--- src/rtl/mult_pkg.sv ---
// mult_pkg: shared definitions for the multiplier result accumulator.
//   - Mode encodings of the upstream configurable multiplier (cm).
//   - Accumulator FSM state type.
//   - Default accumulator / product-count widths.
package mult_pkg;

    localparam int ACC_W_DEF = 40;
    localparam int CNT_W_DEF = 8;

    localparam logic [1:0] CM_8X8   = 2'b00;
    localparam logic [1:0] CM_DUAL8 = 2'b01;
    localparam logic [1:0] CM_16X16 = 2'b10;

    typedef enum logic [1:0] {
        IDLE  = 2'd0,
        ACCUM = 2'd1,
        DONE  = 2'd2
    } acc_state_t;

endpackage

--- src/rtl/mult_result_accumulator_if.sv ---
// mult_result_accumulator_if: bundles the product input, run control and
// result handshake of mult_result_accumulator.
//   product_i/product_valid_i : multiplier product and its level valid
//   cm_i/count_i/start_i      : run mode, products per run, start pulse
//   busy_o                    : run in progress or result pending
//   acc0_o/acc1_o/ovf_o       : lane sums and sticky overflow
//   result_valid_o/ready_i    : result handshake
// Modports: slave = accumulator side, master = producer/consumer side.
interface mult_result_accumulator_if
    import mult_pkg::*;
#(
    parameter int ACC_W = ACC_W_DEF,
    parameter int CNT_W = CNT_W_DEF
) ();
    logic [31:0]             product_i;
    logic                    product_valid_i;
    logic [1:0]              cm_i;
    logic [CNT_W-1:0]        count_i;
    logic                    start_i;
    logic                    busy_o;
    logic signed [ACC_W-1:0] acc0_o;
    logic signed [ACC_W-1:0] acc1_o;
    logic                    result_valid_o;
    logic                    result_ready_i;
    logic                    ovf_o;

    modport slave (
        input  product_i, product_valid_i, cm_i, count_i, start_i, result_ready_i,
        output busy_o, acc0_o, acc1_o, result_valid_o, ovf_o
    );

    modport master (
        output product_i, product_valid_i, cm_i, count_i, start_i, result_ready_i,
        input  busy_o, acc0_o, acc1_o, result_valid_o, ovf_o
    );
endinterface

--- src/rtl/mult_result_accumulator_acc_lane.sv ---
// acc_lane: one signed ACC_W accumulator with signed-overflow detection.
//   clk_i, reset_i : clock, synchronous active-high reset
//   clr_i          : clear sum and overflow (start of a run)
//   add_i, term_i  : add the sign-extended term this cycle
//   acc_o          : running sum
//   ovf_o          : sticky overflow since the last clear/reset
// Build option: ACC_SATURATE_EN clamps the sum to the ACC_W limits on
// overflow; without it the sum wraps. ovf_o is set in both builds.
module acc_lane
    import mult_pkg::*;
#(
    parameter int ACC_W = ACC_W_DEF
) (
    input  logic                    clk_i,
    input  logic                    reset_i,
    input  logic                    clr_i,
    input  logic                    add_i,
    input  logic signed [ACC_W-1:0] term_i,
    output logic signed [ACC_W-1:0] acc_o,
    output logic                    ovf_o
);
`ifdef ACC_SATURATE_EN
    localparam bit SAT_EN = 1'b1;
`else
    localparam bit SAT_EN = 1'b0;
`endif

    localparam logic signed [ACC_W-1:0] ACC_MAX = {1'b0, {(ACC_W-1){1'b1}}};
    localparam logic signed [ACC_W-1:0] ACC_MIN = {1'b1, {(ACC_W-1){1'b0}}};

    // Overflow only when both operands share a sign the wrapped sum lacks.
    function automatic logic add_ovf(input logic signed [ACC_W-1:0] a,
                                     input logic signed [ACC_W-1:0] b,
                                     input logic signed [ACC_W-1:0] s);
        return (a[ACC_W-1] == b[ACC_W-1]) && (s[ACC_W-1] != a[ACC_W-1]);
    endfunction

    // On overflow both operands carry the sign of a, so that picks the rail.
    function automatic logic signed [ACC_W-1:0] sat_sum(input logic signed [ACC_W-1:0] a,
                                                        input logic signed [ACC_W-1:0] s,
                                                        input logic ovf);
        logic signed [ACC_W-1:0] rail;
        rail = a[ACC_W-1] ? ACC_MIN : ACC_MAX;
        return (ovf && SAT_EN) ? rail : s;
    endfunction

    logic signed [ACC_W-1:0] sum_p0;
    logic                    ovf_p0;

    assign sum_p0 = acc_o + term_i;
    assign ovf_p0 = add_ovf(acc_o, term_i, sum_p0);

    // stage p0 -> register
    always_ff @(posedge clk_i) begin
        if (reset_i || clr_i) begin
            acc_o <= '0;
            ovf_o <= 1'b0;
        end else if (add_i) begin
            acc_o <= sat_sum(acc_o, sum_p0, ovf_p0);
            ovf_o <= ovf_o | ovf_p0;
        end
    end
endmodule

--- src/rtl/mult_result_accumulator.sv ---
// mult_result_accumulator: captures multiplier products on the rising edge
// of product_valid_i, unpacks them by mode (single 8x8, dual 8x8, 16x16),
// sums count_i products per run into two signed lanes and offers the sums on
// a valid/ready handshake.
//   clk_i, reset_i : clock, synchronous active-high reset
//   bus (slave)    : product input, run control, result handshake
// Build option: ACC_SATURATE_EN (lane saturation instead of wrap).
module mult_result_accumulator
    import mult_pkg::*;
#(
    parameter int ACC_W = ACC_W_DEF,
    parameter int CNT_W = CNT_W_DEF
) (
    input  logic                       clk_i,
    input  logic                       reset_i,
    mult_result_accumulator_if.slave   bus
);
    acc_state_t              state_q, state_d;
    logic [1:0]              mode_q;
    logic [CNT_W-1:0]        rem_q;
    logic                    prev_valid_q;
    logic                    capture;
    logic                    add_en;
    logic                    start_run;
    logic signed [31:0]      p32;
    logic signed [15:0]      lo16, hi16;
    logic signed [ACC_W-1:0] term0, term1;
    logic signed [ACC_W-1:0] acc0, acc1;
    logic                    ovf0, ovf1;

    assign capture   = bus.product_valid_i & ~prev_valid_q;
    // Capture is ignored in IDLE (including the start edge) and in DONE.
    assign add_en    = capture && (state_q == ACCUM);
    assign start_run = (state_q == IDLE) && bus.start_i;

    always_ff @(posedge clk_i) begin
        if (reset_i) state_q <= IDLE;
        else         state_q <= state_d;
    end

    always_comb begin
        state_d = state_q;
        unique case (state_q)
            IDLE:    if (bus.start_i) state_d = (bus.count_i == '0) ? DONE : ACCUM;
            ACCUM:   if (add_en && rem_q == CNT_W'(1)) state_d = DONE;
            DONE:    if (bus.result_ready_i) state_d = IDLE;
            default: state_d = IDLE;
        endcase
    end

    // stage p0: run control registers
    always_ff @(posedge clk_i) begin
        if (reset_i) begin
            mode_q       <= CM_8X8;
            rem_q        <= '0;
            prev_valid_q <= 1'b0;
        end else begin
            prev_valid_q <= bus.product_valid_i;
            if (start_run) begin
                mode_q <= (bus.cm_i == 2'b11) ? CM_16X16 : bus.cm_i;
                rem_q  <= bus.count_i;
            end else if (add_en) begin
                rem_q  <= rem_q - CNT_W'(1);
            end
        end
    end

    assign p32  = bus.product_i;
    assign lo16 = bus.product_i[15:0];
    assign hi16 = bus.product_i[31:16];

    // Lane 1 only receives a non-zero term in dual mode, so it stays 0 otherwise.
    always_comb begin
        term0 = ACC_W'(lo16);
        term1 = '0;
        unique case (mode_q)
            CM_16X16: term0 = ACC_W'(p32);
            CM_DUAL8: begin
                term0 = ACC_W'(lo16);
                term1 = ACC_W'(hi16);
            end
            default:  term0 = ACC_W'(lo16);
        endcase
    end

    acc_lane #(.ACC_W(ACC_W)) u_lane0 (
        .clk_i   (clk_i),
        .reset_i (reset_i),
        .clr_i   (start_run),
        .add_i   (add_en),
        .term_i  (term0),
        .acc_o   (acc0),
        .ovf_o   (ovf0)
    );

    acc_lane #(.ACC_W(ACC_W)) u_lane1 (
        .clk_i   (clk_i),
        .reset_i (reset_i),
        .clr_i   (start_run),
        .add_i   (add_en),
        .term_i  (term1),
        .acc_o   (acc1),
        .ovf_o   (ovf1)
    );

    assign bus.busy_o         = (state_q != IDLE);
    assign bus.result_valid_o = (state_q == DONE);
    assign bus.acc0_o         = acc0;
    assign bus.acc1_o         = acc1;
    assign bus.ovf_o          = ovf0 | ovf1;
endmodule

--- src/flat_wrapper.sv ---
// flat-port wrapper written by rule: the top's interface ports become plain ports
module mult_result_accumulator_flat import mult_pkg::*;
#(
    parameter int ACC_W = ACC_W_DEF,
    parameter int CNT_W = CNT_W_DEF
)
  (clk_i, reset_i, bus_product_i, bus_product_valid_i, bus_cm_i, bus_count_i, bus_start_i, bus_result_ready_i, bus_busy_o, bus_acc0_o, bus_acc1_o, bus_result_valid_o, bus_ovf_o);
  mult_result_accumulator_if #(.ACC_W(ACC_W), .CNT_W(CNT_W)) bus_i ();
  input  logic clk_i;
  input  logic reset_i;
  input wire logic [$bits(bus_i.product_i)-1:0] bus_product_i;
  input wire logic [$bits(bus_i.product_valid_i)-1:0] bus_product_valid_i;
  input wire logic [$bits(bus_i.cm_i)-1:0] bus_cm_i;
  input wire logic [$bits(bus_i.count_i)-1:0] bus_count_i;
  input wire logic [$bits(bus_i.start_i)-1:0] bus_start_i;
  input wire logic [$bits(bus_i.result_ready_i)-1:0] bus_result_ready_i;
  output wire logic [$bits(bus_i.busy_o)-1:0] bus_busy_o;
  output wire logic [$bits(bus_i.acc0_o)-1:0] bus_acc0_o;
  output wire logic [$bits(bus_i.acc1_o)-1:0] bus_acc1_o;
  output wire logic [$bits(bus_i.result_valid_o)-1:0] bus_result_valid_o;
  output wire logic [$bits(bus_i.ovf_o)-1:0] bus_ovf_o;
  assign bus_i.product_i = bus_product_i;
  assign bus_i.product_valid_i = bus_product_valid_i;
  assign bus_i.cm_i = bus_cm_i;
  assign bus_i.count_i = bus_count_i;
  assign bus_i.start_i = bus_start_i;
  assign bus_i.result_ready_i = bus_result_ready_i;
  assign bus_busy_o = bus_i.busy_o;
  assign bus_acc0_o = bus_i.acc0_o;
  assign bus_acc1_o = bus_i.acc1_o;
  assign bus_result_valid_o = bus_i.result_valid_o;
  assign bus_ovf_o = bus_i.ovf_o;
  mult_result_accumulator #(.ACC_W(ACC_W), .CNT_W(CNT_W)) u_core (.clk_i(clk_i), .reset_i(reset_i), .bus(bus_i));
endmodule
--- config.mk ---
export PLATFORM = sky130hd
export DESIGN_NAME = mult_result_accumulator_flat
export DESIGN_NICKNAME = d
export VERILOG_FILES = /design/src/rtl/mult_pkg.sv /design/src/rtl/mult_result_accumulator_if.sv /design/src/rtl/mult_result_accumulator_acc_lane.sv /design/src/rtl/mult_result_accumulator.sv /design/src/flat_wrapper.sv
export SDC_FILE = /design/constraint.sdc
export NUM_CORES = 1
export LEC_CHECK = 0
export BUFFER_PORTS_ARGS = -buffer_cell sky130_fd_sc_hd__buf_2
export CORE_AREA = 2 2 150 152
export DETAILED_ROUTE_END_ITERATION = 10
export DIE_AREA = 0 0 152 154
export PLACE_DENSITY = 0.56
export SKIP_LAST_GASP = 1
export SLEW_MARGIN = 40
export SYNTH_ARGS = -nofsm -noshare
export SYNTH_HDL_FRONTEND = slang
export SYNTH_SLANG_ARGS = --single-unit
export TNS_END_PERCENT = 30
--- constraint.sdc ---
create_clock -name clk_i -period 4.77 [get_ports clk_i]
set_input_delay 0.7155 -clock clk_i [delete_from_list [all_inputs] [get_ports clk_i]]
set_output_delay 0.7155 -clock clk_i [all_outputs]
set_load 0.01 [all_outputs]
==> flow_summary.yaml <==
critical_path:
  critPathArrivalTime_ns: 4.24
  crit_fanout: 15
  critPathLaunchType: "register"
  crit_top_cell: "a21oi_1"
  endpoint_kind: "register"
  reg2reg_depth: 12
  crit_required_ns: 5.07
  crit_family: "simple AND/OR/NAND/NOR gates"
  crit_chain: "nor2b_1 > and2_1 > ha_1 > a21o_1 > a21oi_1 > nand4b_1 > a21oi_1 > o31ai_2 > nor2_1 > mux2_1 > or3_1 > a21oi_1"
  slowest_stage: "nor2b_1"
  critPathKind: "register to register"
  crit_buf_inv: 0
  crit_path_max_incr_delay_ns: 0.58
  path_depth: 12
route:
  first_pass_iters: 5
  vias_per_cell: 5.610
  post-route-drc-count: 0
  post_drt_wl_per_cell_um: 16.97
  ant_nets: 0
  drt-initial-drc-count: 553
  drt_wl_total_um: 25290
  num_vias: 8359
synthesis:
  netlist.area_leader.share: 0.2325
  synth_cells: 1117
  synth_area_leaders: "dfxtp_1, ha_1, nand2_1, a21oi_1, nor2_1"
  syn_area_um2: 8182
  synthArstFlopShare: 0
  syn_nets: 1222
  ys_seq_area_frac: 0.2325
  ys_warn_count: 0
  syn_avg_cell_area_um2: 7.325
  synth.distinct_cells: 85
  synth_top_area_cell: "dfxtp_1"
  ys.flop_type: "dfxtp_1"
  synth-seq-cells: 95
  synth_edf_count: 0
timing:
  drv_slew: 0
  finClkSkew_ns: 0.006629
  fin_crit_ns: 3.939
  worst_pin_slew_ns: 0.8562
  setup_viol: 0
  rsz0062_at_grt: "no"
  setup_tns_ns: 0
  slew_headroom: 0.4292
  max_freq_ghz: 0.2538
  fin_crit_sh: 0.8259
  hold_viol: 0
placement:
  io_buffer_count: 129
  placed_cell_area_um2: 8969
  gp_congestion: 0.9487
  place_hpwl_um: 18970
clock_tree:
  cts-root-buf: "clkbuf_16"
  htree_levels: 3
  cts_tree: "done"
  clk_latency_ns: 0.36
  cts_inserted_buffers: 9
  cts.path.max_buffers: 2
  postCtsHoldBufs: 0
  postCtsResizedCells: 0
  cts_post_setup_buffers_inserted: 0
  clk_pin_slew_ns: 0.07
  cts.sinks: 95
floorplanning:
  dieArea_um2: 23410
  pin_count: 130
  start_util: 0.3772
  rows: 54
  dieHeight_um: 154
  die_w_um: 152
  coreArea_um2: 21690
final_layout:
  post-route-cell-area_um2: 9308
  drive_above_1_share: 0.1531
  layout.nets: 1308
  final_core_util: 0.4292
  area_growth_pct: 13.76
  fill_cells: 2259
  ff_latch_area_um2: 1902
  multi_input_area_um2: 5898
global_route:
  gr-total-overflow: 0
  grt_max_degree: 55
  first_global_vias: 7489
  antenna_found_initial: 2
  grt_util_all_layers: 0.2108
  grt_pass1_wl_um: 40310
pwr:
  power_frac_clock: 0.395
  p_int_mw: 1.457
  p_per_area_nw_per_um2: 227.8
  peakVddDrop_v: 0.0001657
  power.switching_mw: 0.6635
  p_leak_nw: 4.162
  comb_power_share: 0.208
  switching_share: 0.3129
  pwr-share-seq: 0.397
min_path:
  min_path_type: "register to register"
  worst_hold_path.num_cells: 2
job:
  drv_cap: 0
status:
  status: "complete, no violations"
[tightest hold or removal path, cell delays in order (launching register included)]
cell and delay (ns):
dfxtp_1 0.32, nand2_1 0.04, o21ai_0 0.05
[cell type report]
type,instances,share of cell area
clock inverter,6,0.009813
timing repair buffer,140,0.07824
inverter,25,0.01008
clock buffer,10,0.02568
antenna,2,0.0005377
tap,280,0.03764
sequential,95,0.2043
multi-input combinational,932,0.6337
[metrics by stage]
step / hold slack (ns) / worst slack [ns] / power [mW] / cells
after floorplan: 0.4168 / 1.157 / 1.177 / 1117
after global placement: 0.4275 / 0.4921 / 1.298 / 1472
after detailed placement: 0.4347 / 0.4086 / 1.296 / 1472
after CTS: 0.4517 / 0.4787 / 2.149 / 1488
after global routing: 0.4772 / 0.5034 / 2.229 / 1490
final: 0.4444 / 0.8306 / 2.120 / 1490
[placed cells by master (no fill, tap or decap), drive strengths merged, types with 26 or more instances in the layout]
cell type,n
nand2,152
buf,140
a21oi,114
dfxtp,95
nor2,92
o21ai,59
ha,56
nand3,42
a21o,32
xnor2,31
nor3,29
or3,27
inv,26
[per-layer routing]
metal | track usage | vias up | part of all wire | wire [um]
met2 | 0.3250 | 240 | 0.43 | 10960
met4 | 0.06587 | 0 | 0.018 | 459
met1 | 0.2999 | 3825 | 0.49 | 12370
met5 | 0 | - | 0 | 0
li1 | - | 4270 | - | -
met3 | 0.03551 | 24 | 0.059 | 1498
[power by group through the flow]
| stage | clock (mW) | sequential [mW] | combinational, mW |
|---|---|---|---|
| 3_5_place_dp | 0 | 0.860 | 0.436 |
| 3_3_place_gp | 0 | 0.860 | 0.438 |
| 4_1_cts | 0.868 | 0.841 | 0.439 |
| 6_report | 0.838 | 0.842 | 0.441 |
| 2_1_floorplan | 0 | 0.855 | 0.321 |
| 5_1_grt | 0.891 | 0.846 | 0.492 |
[path summary, 6_finish.rpt]
kind | startpoint | to | slack [ns]
hold / removal | u_core.u_lane1.ovf_o | u_core.u_lane1.ovf_o | 0.44
setup / recovery | u_core.mode_q[0] | u_core.u_lane1.acc_o[26] | 0.83
hold reg to reg | u_core.u_lane1.ovf_o | u_core.u_lane1.ovf_o | 0.44
setup reg to reg | u_core.mode_q[0] | u_core.u_lane1.acc_o[26] | 0.83
[logic make-up after synthesis]
kind of cell | share of synthesized area
and+or+nand+nor | 0.3046
AOI/OAI and AO/OA | 0.2520
DFF | 0.2325
buffers and inverters | 0.05154
adders and majority gates | 0.09053
xor gates and xnor gates | 0.05031
muxes | 0.01850
[cell usage after synthesis (14+ instances only)]
cell type and count:
nand2_1 150, a21oi_1 111, dfxtp_1 95, nor2_1 92
ha_1 56, o21ai_0 53, clkbuf_1 49, nand3_1 42
a21o_1 31, xnor2_1 31, nor3_1 29, inv_1 25
or3_1 25, and2_1 24, nand4_1 22, and3_1 19
nand3b_1 19, nor4_1 19, xor2_1 16, mux2i_1 14
[sequential cells by signal, indices dropped and copies added (netlist names)]
register / cells
u_core.state_q: 2
u_core.u_lane1.ovf_o: 1
u_core.rem_q: 8
u_core.u_lane0.ovf_o: 1
u_core.mode_q: 2
u_core.u_lane1.acc_o: 40
u_core.prev_valid_q: 1
u_core.u_lane0.acc_o: 40
Power figures use the tool's default switching activity.
